`config.mk`:
```
export PLATFORM = sky130hd
export DESIGN_NAME = seg_display_arbiter
export DESIGN_NICKNAME = d
export VERILOG_FILES = /design/src/rtl/seg_display_arbiter.sv
export SDC_FILE = /design/constraint.sdc
export NUM_CORES = 1
export LEC_CHECK = 0
export CAP_MARGIN = 25
export CORE_MARGIN = 1.5
export CORE_UTILIZATION = 59
export DETAILED_ROUTE_END_ITERATION = 6
export GPL_TIMING_DRIVEN = 0
export PLACE_DENSITY = 0.95
export SYNTH_ARGS = -nofsm -noshare
export SYNTH_HDL_FRONTEND = slang
export SYNTH_SLANG_ARGS = --single-unit
```
`constraint.sdc`:
```
create_clock -name i_Clk -period 4.3 [get_ports i_Clk]
set_input_delay 0.645 -clock i_Clk [delete_from_list [all_inputs] [get_ports i_Clk]]
set_output_delay 0.645 -clock i_Clk [all_outputs]
set_load 0.1 [all_outputs]
```
`src/rtl/seg_display_arbiter.sv`:
```
// Round-robin owner of the two-digit 7-segment display, with idle spinner.
// Define DISPLAY_ARB_PREEMPT_EN to let requester 0 preempt other owners.
module seg_display_arbiter #(
    parameter int NUM_REQ     = 4,
    parameter int HOLD_CYCLES = 25000000,
    parameter int SPIN_CYCLES = 2500000
) (
    input  logic                   i_Clk,
    input  logic                   i_Reset,
    input  logic [NUM_REQ-1:0]     i_Req,
    input  logic [8*NUM_REQ-1:0]   i_Data,
    input  logic [2*NUM_REQ-1:0]   i_Mode,
    output logic [NUM_REQ-1:0]     o_Grant,
    output logic [NUM_REQ-1:0]     o_Done,
    output logic                   o_Active,
    output logic [3:0]             o_Digit1_Num,
    output logic [3:0]             o_Digit2_Num,
    output logic [1:0]             o_Mode
);
    localparam int IW = $clog2(NUM_REQ);
    localparam int HW = $clog2(HOLD_CYCLES + 1);
    localparam int SW = $clog2(SPIN_CYCLES + 1);

    typedef enum logic [1:0] {IDLE, OWN, RELEASE} state_t;

    state_t            state_q, state_d;
    logic [NUM_REQ-1:0] grant_q, grant_d, done_q, done_d;
    logic              active_q, active_d;
    logic [3:0]        d1_q, d1_d, d2_q, d2_d;
    logic [1:0]        mode_q, mode_d;
    logic [IW-1:0]     ptr_q, ptr_d, own_q, own_d;
    logic [HW-1:0]     hold_q, hold_d;
    logic [SW-1:0]     spin_q, spin_d;
    logic [3:0]        sidx_q, sidx_d;

    logic [7:0]        data_arr [NUM_REQ];
    logic [1:0]        mode_arr [NUM_REQ];
    logic [IW-1:0]     win, jj, own_nxt;
    logic              found, take, preempt, timeout, drop;
    int                j;

`ifdef DISPLAY_ARB_PREEMPT_EN
    logic pre_q, pre_d;
    assign preempt = i_Req[0] && (own_q != '0);
`else
    assign preempt = 1'b0;
`endif

    always_comb begin
        for (int k = 0; k < NUM_REQ; k++) begin
            data_arr[k] = i_Data[8*k +: 8];
            mode_arr[k] = i_Mode[2*k +: 2];
        end
    end

    // First request at or above the pointer, wrapping.
    always_comb begin
        win   = '0;
        found = 1'b0;
        j     = 0;
        jj    = '0;
        for (int i = 0; i < NUM_REQ; i++) begin
            j = int'(ptr_q) + i;
            if (j >= NUM_REQ) j = j - NUM_REQ;
            jj = IW'(j);
            if (!found && i_Req[jj]) begin
                win   = jj;
                found = 1'b1;
            end
        end
`ifdef DISPLAY_ARB_PREEMPT_EN
        if (state_q == RELEASE && pre_q && i_Req[0]) win = '0;
`endif
    end

    assign own_nxt = (own_q == IW'(NUM_REQ - 1)) ? '0 : own_q + 1'b1;
    assign timeout = (hold_q == HW'(HOLD_CYCLES - 1));
    assign drop    = !i_Req[own_q];

    always_comb begin
        state_d  = state_q;
        grant_d  = grant_q;
        done_d   = '0;
        active_d = active_q;
        d1_d     = d1_q;
        d2_d     = d2_q;
        mode_d   = mode_q;
        ptr_d    = ptr_q;
        own_d    = own_q;
        hold_d   = hold_q;
        spin_d   = spin_q;
        sidx_d   = sidx_q;
        take     = 1'b0;
`ifdef DISPLAY_ARB_PREEMPT_EN
        pre_d    = pre_q;
`endif
        unique case (state_q)
            IDLE: begin
                if (found) begin
                    take = 1'b1;
                end else begin
                    if (spin_q == SW'(SPIN_CYCLES - 1)) begin
                        spin_d = '0;
                        sidx_d = (sidx_q == 4'd11) ? 4'd0 : sidx_q + 4'd1;
                    end else begin
                        spin_d = spin_q + 1'b1;
                    end
                    mode_d = 2'b11;
                    d1_d   = sidx_d;
                    d2_d   = sidx_d;
                end
            end
            OWN: begin
                hold_d = hold_q + 1'b1;
                d1_d   = data_arr[own_q][7:4];
                d2_d   = data_arr[own_q][3:0];
                mode_d = mode_arr[own_q];
                if (timeout || drop || preempt) begin
                    state_d        = RELEASE;
                    grant_d        = '0;
                    active_d       = 1'b0;
                    done_d[own_q]  = 1'b1;
                    mode_d         = 2'b01;
                    d1_d           = 4'hF;
                    d2_d           = 4'hF;
                    hold_d         = '0;
                    ptr_d          = preempt ? own_q : own_nxt;
`ifdef DISPLAY_ARB_PREEMPT_EN
                    pre_d          = preempt;
`endif
                end
            end
            RELEASE: begin
                if (found) begin
                    take = 1'b1;
                end else begin
                    state_d = IDLE;
                    mode_d  = 2'b11;
                    d1_d    = 4'h0;
                    d2_d    = 4'h0;
                    spin_d  = '0;
                    sidx_d  = 4'h0;
`ifdef DISPLAY_ARB_PREEMPT_EN
                    pre_d   = 1'b0;
`endif
                end
            end
            default: state_d = IDLE;
        endcase

        if (take) begin
            state_d      = OWN;
            grant_d      = '0;
            grant_d[win] = 1'b1;
            active_d     = 1'b1;
            own_d        = win;
            hold_d       = '0;
            spin_d       = '0;
            sidx_d       = 4'h0;
            d1_d         = data_arr[win][7:4];
            d2_d         = data_arr[win][3:0];
            mode_d       = mode_arr[win];
`ifdef DISPLAY_ARB_PREEMPT_EN
            pre_d        = 1'b0;
`endif
        end
    end

    always_ff @(posedge i_Clk) begin
        if (i_Reset) begin
            state_q  <= IDLE;
            grant_q  <= '0;
            done_q   <= '0;
            active_q <= 1'b0;
            d1_q     <= 4'h0;
            d2_q     <= 4'h0;
            mode_q   <= 2'b11;
            ptr_q    <= '0;
            own_q    <= '0;
            hold_q   <= '0;
            spin_q   <= '0;
            sidx_q   <= 4'h0;
        end else begin
            state_q  <= state_d;
            grant_q  <= grant_d;
            done_q   <= done_d;
            active_q <= active_d;
            d1_q     <= d1_d;
            d2_q     <= d2_d;
            mode_q   <= mode_d;
            ptr_q    <= ptr_d;
            own_q    <= own_d;
            hold_q   <= hold_d;
            spin_q   <= spin_d;
            sidx_q   <= sidx_d;
        end
    end

`ifdef DISPLAY_ARB_PREEMPT_EN
    always_ff @(posedge i_Clk) begin
        if (i_Reset) pre_q <= 1'b0;
        else         pre_q <= pre_d;
    end
`endif

    assign o_Grant      = grant_q;
    assign o_Done       = done_q;
    assign o_Active     = active_q;
    assign o_Digit1_Num = d1_q;
    assign o_Digit2_Num = d2_q;
    assign o_Mode       = mode_q;
endmodule

```
==> metrics.txt <==
# diodes=0; slew margin rel.=0.3315; setup slack at placement=1076 ps; pwr dens=roughly 370 nW/µm²; Pwr Total=a little over 2 mW; Reg-to-Reg End=spin_q[14]; Clock Tree Buf Depth=2; NumNets Final=between 600 and 700; Final Hold Slack=between 400 and 500 ps; Tmin final=between 2000 and 3000 ps; Worst EP required=4600 ps; Async S/R FF share, synth=0; critical path endpoint category=register; Die Wd=between 80 and 90 µm; post-synthesis sequential area ratio=0.3439; Main synth FF type=dfxtp_1; count leader, synth=dfxtp_1; number of enable flip-flop cells after synthesis=0; metal3 WL=773 µm; # port buffers=62; die area=between 8000 and 9000 µm²; Setup WS post-layout=1344 ps; drt first pass iters=5; critical path type=in -> reg; IO Count=65; f_max=0.3383 GHz; R2R cell count=8; Post-Synthesis Cells=between 500 and 600; Num Clock Sinks=76; VDD IR max=250.3 µV; clock skew=between 9 and 10 ps; Hold WC Path Type=reg -> reg; Crit. Startpoint=i_Req[2]; setup TNS=0 ps; Arr. time, crit path=around 3300 ps; fraction of layout cells with a size suffix above 1=0.08703; 1st-iter DRT viols=320; total congestion overflow=0; H-tree depth=3; dpl cells=692; initial antenna violation count=0; Syn Nets=588; Avg Inst Size Synth=8.348 µm²; Synth cell types=between 60 and 70; CTS Buf Count=9; RSZ-0062 raised after global routing=no; Clock Latency Late Sink=about 360 ps; largest net degree at the start of global routing=14; routed len/inst=between 15 and 20 µm; ranking of synthesized cells by area=dfxtp_1 (34%), nor2_1 (6.4%), mux4_2 (4.6%); Initial Utilization=0.6100; post-layout util=0.7442; placed standard-cell area=5174 µm²; max_cap viols=0; Core Area=around 7300 µm²; period utilization=0.6875; post-synthesis instance area=between 4000 and 5000 µm²; Synth area leader=dfxtp_1; outcome=complete, no violations; met2 WL=between 5000 and 6000 µm; number of global-route vias before repair=approximately 4.2k; Cell Rows=31; Post-Layout Cell Count=~700; TritonCTS clock tree=done; final instance area=approximately 5400 µm²; Post-CTS Hold Fix Bufs=0; via/cell ratio=6.175; #FFs+latches synth=76; setup violators final=0; Post-DRT Antenna Nets=0; Die Y=around 90 µm; worst slew pin tran=roughly 1000 ps; routed metal-1 wire length=between 4000 and 5000 µm; final max-slew violation count=0; DR vias=4372; DRC violations left=0; final wirelength=11820 µm; first-pass GRT wire length=roughly 19000 µm; Crit Path Max Fanout=10; Synth-to-Final Area Change=22.00%; startpoint types=input port; Synth top area share=0.3439; setup slack, reg-to-reg=approximately 1400 ps; R2R Path Start=spin_q[0]; crit path to=spin_q[14]; total number of yosys warnings=0; Root Buffer=clkbuf_8; post-CTS resize count=0; Static Leak=~1.8 nW; GPL Wtd Cong=a little over 0.9; Top Layer Used=met4; final hold violation count=0; commonest cells in the netlist=dfxtp_1 (76), nor2_1 (75), nand2_1 (54); CTS clk-pin slew, worst paths=approximately 80 ps; setup bufs post-CTS=0; GRT Overall Usage=0.3086; hpwl dp=a little under 9000 µm; HP Start=o_Digit1_Num[3]
==> cell families (layout without fill, tap and decap cells) <==
family,after synthesis,in the layout,synth area share
xor+xnor,40,40,0.07918
fa+ha+maj,12,12,0.03394
mux,16,16,0.06222
flops,76,76,0.3439
simple gates,231,231,0.2664
buf+inv,48,127,0.04355
compound gates,107,107,0.1708
==> layer usage <==
metal | track usage | up-vias
met1 | 0.3542 | 2022
met3 | 0.05393 | 49
met4 | 0.1888 | 0
met2 | 0.5339 | 245
met5 | 0 | -
li1 | - | 2056
==> placed cells by master (no fill, tap or decap), types with 4 or more instances in the layout <==
cell and n:
nand2b_1 9, ha_1 12, nor4_1 7, dfxtp_1 76
a21oi_1 27, xor2_1 17, inv_1 23, a22o_1 4
a221o_1 8, o21ai_0 16, nor2_1 75, buf_2 5
o31ai_1 8, nand3_1 19, mux4_2 9, nand2_1 54
or3_1 5, nand4_1 13, a221oi_1 6, mux2i_1 5
clkbuf_8 10, and2_1 5, nor3_1 10, xnor2_1 23
clkbuf_1 17, clkdlybuf4s50_1 62
==> final cells by class <==
cell class                      count  area [µm²]
Sequential cell                    76        1521
Clock buffer                       10       137.6
Inverter                           23       86.33
Multi-Input combinational cell    406        2710
Tap cell                           99       123.9
Fill cell                         503        1856
Buffer                             25       106.4
Clock inverter                      6       86.33
Timing Repair Buffer               63       625.6
==> registers in the layout, summed over array words and instances, names as in the netlist <==
signal	flops
hold_q	25
o_Active	1
o_Digit1_Num	4
o_Digit2_Num	4
o_Done	4
o_Grant	4
o_Mode	2
own_q	2
ptr_q	2
sidx_q	4
spin_q	22
state_q	2
==> where the power goes <==
group	switching, mW	leakage [nW]	internal (mW)	total [mW]
Sequential	0.0263	0.616	0.737	0.763
Clock	0.280	0.113	0.343	0.623
Combinational	0.420	1.05	0.209	0.630
Total	0.727	1.78	1.29	2.02
==> worst min-delay path by stage <==
stage | endpoint | slack (ps) | depth (start not counted)
3_5_place_dp | o_Digit1_Num[3] | 450 | 2
3_3_place_gp | o_Digit2_Num[3] | 450 | 2
6_report | o_Digit1_Num[3] | 460 | 2
4_1_cts | o_Digit1_Num[3] | 470 | 2
5_1_grt | o_Digit1_Num[3] | 490 | 2
2_1_floorplan | spin_q[1] | 470 | 2
==> worst max-delay path, cell delays in order <==
cell             delay (ps)
clkdlybuf4s50_1         460
clkbuf_1                260
nor4_1                  580
nor2_1                  190
nor2_1                  450
nand2_2                 270
buf_2                   270
nor2_1                  130
Note: power is estimated with default switching activity, not from simulation.
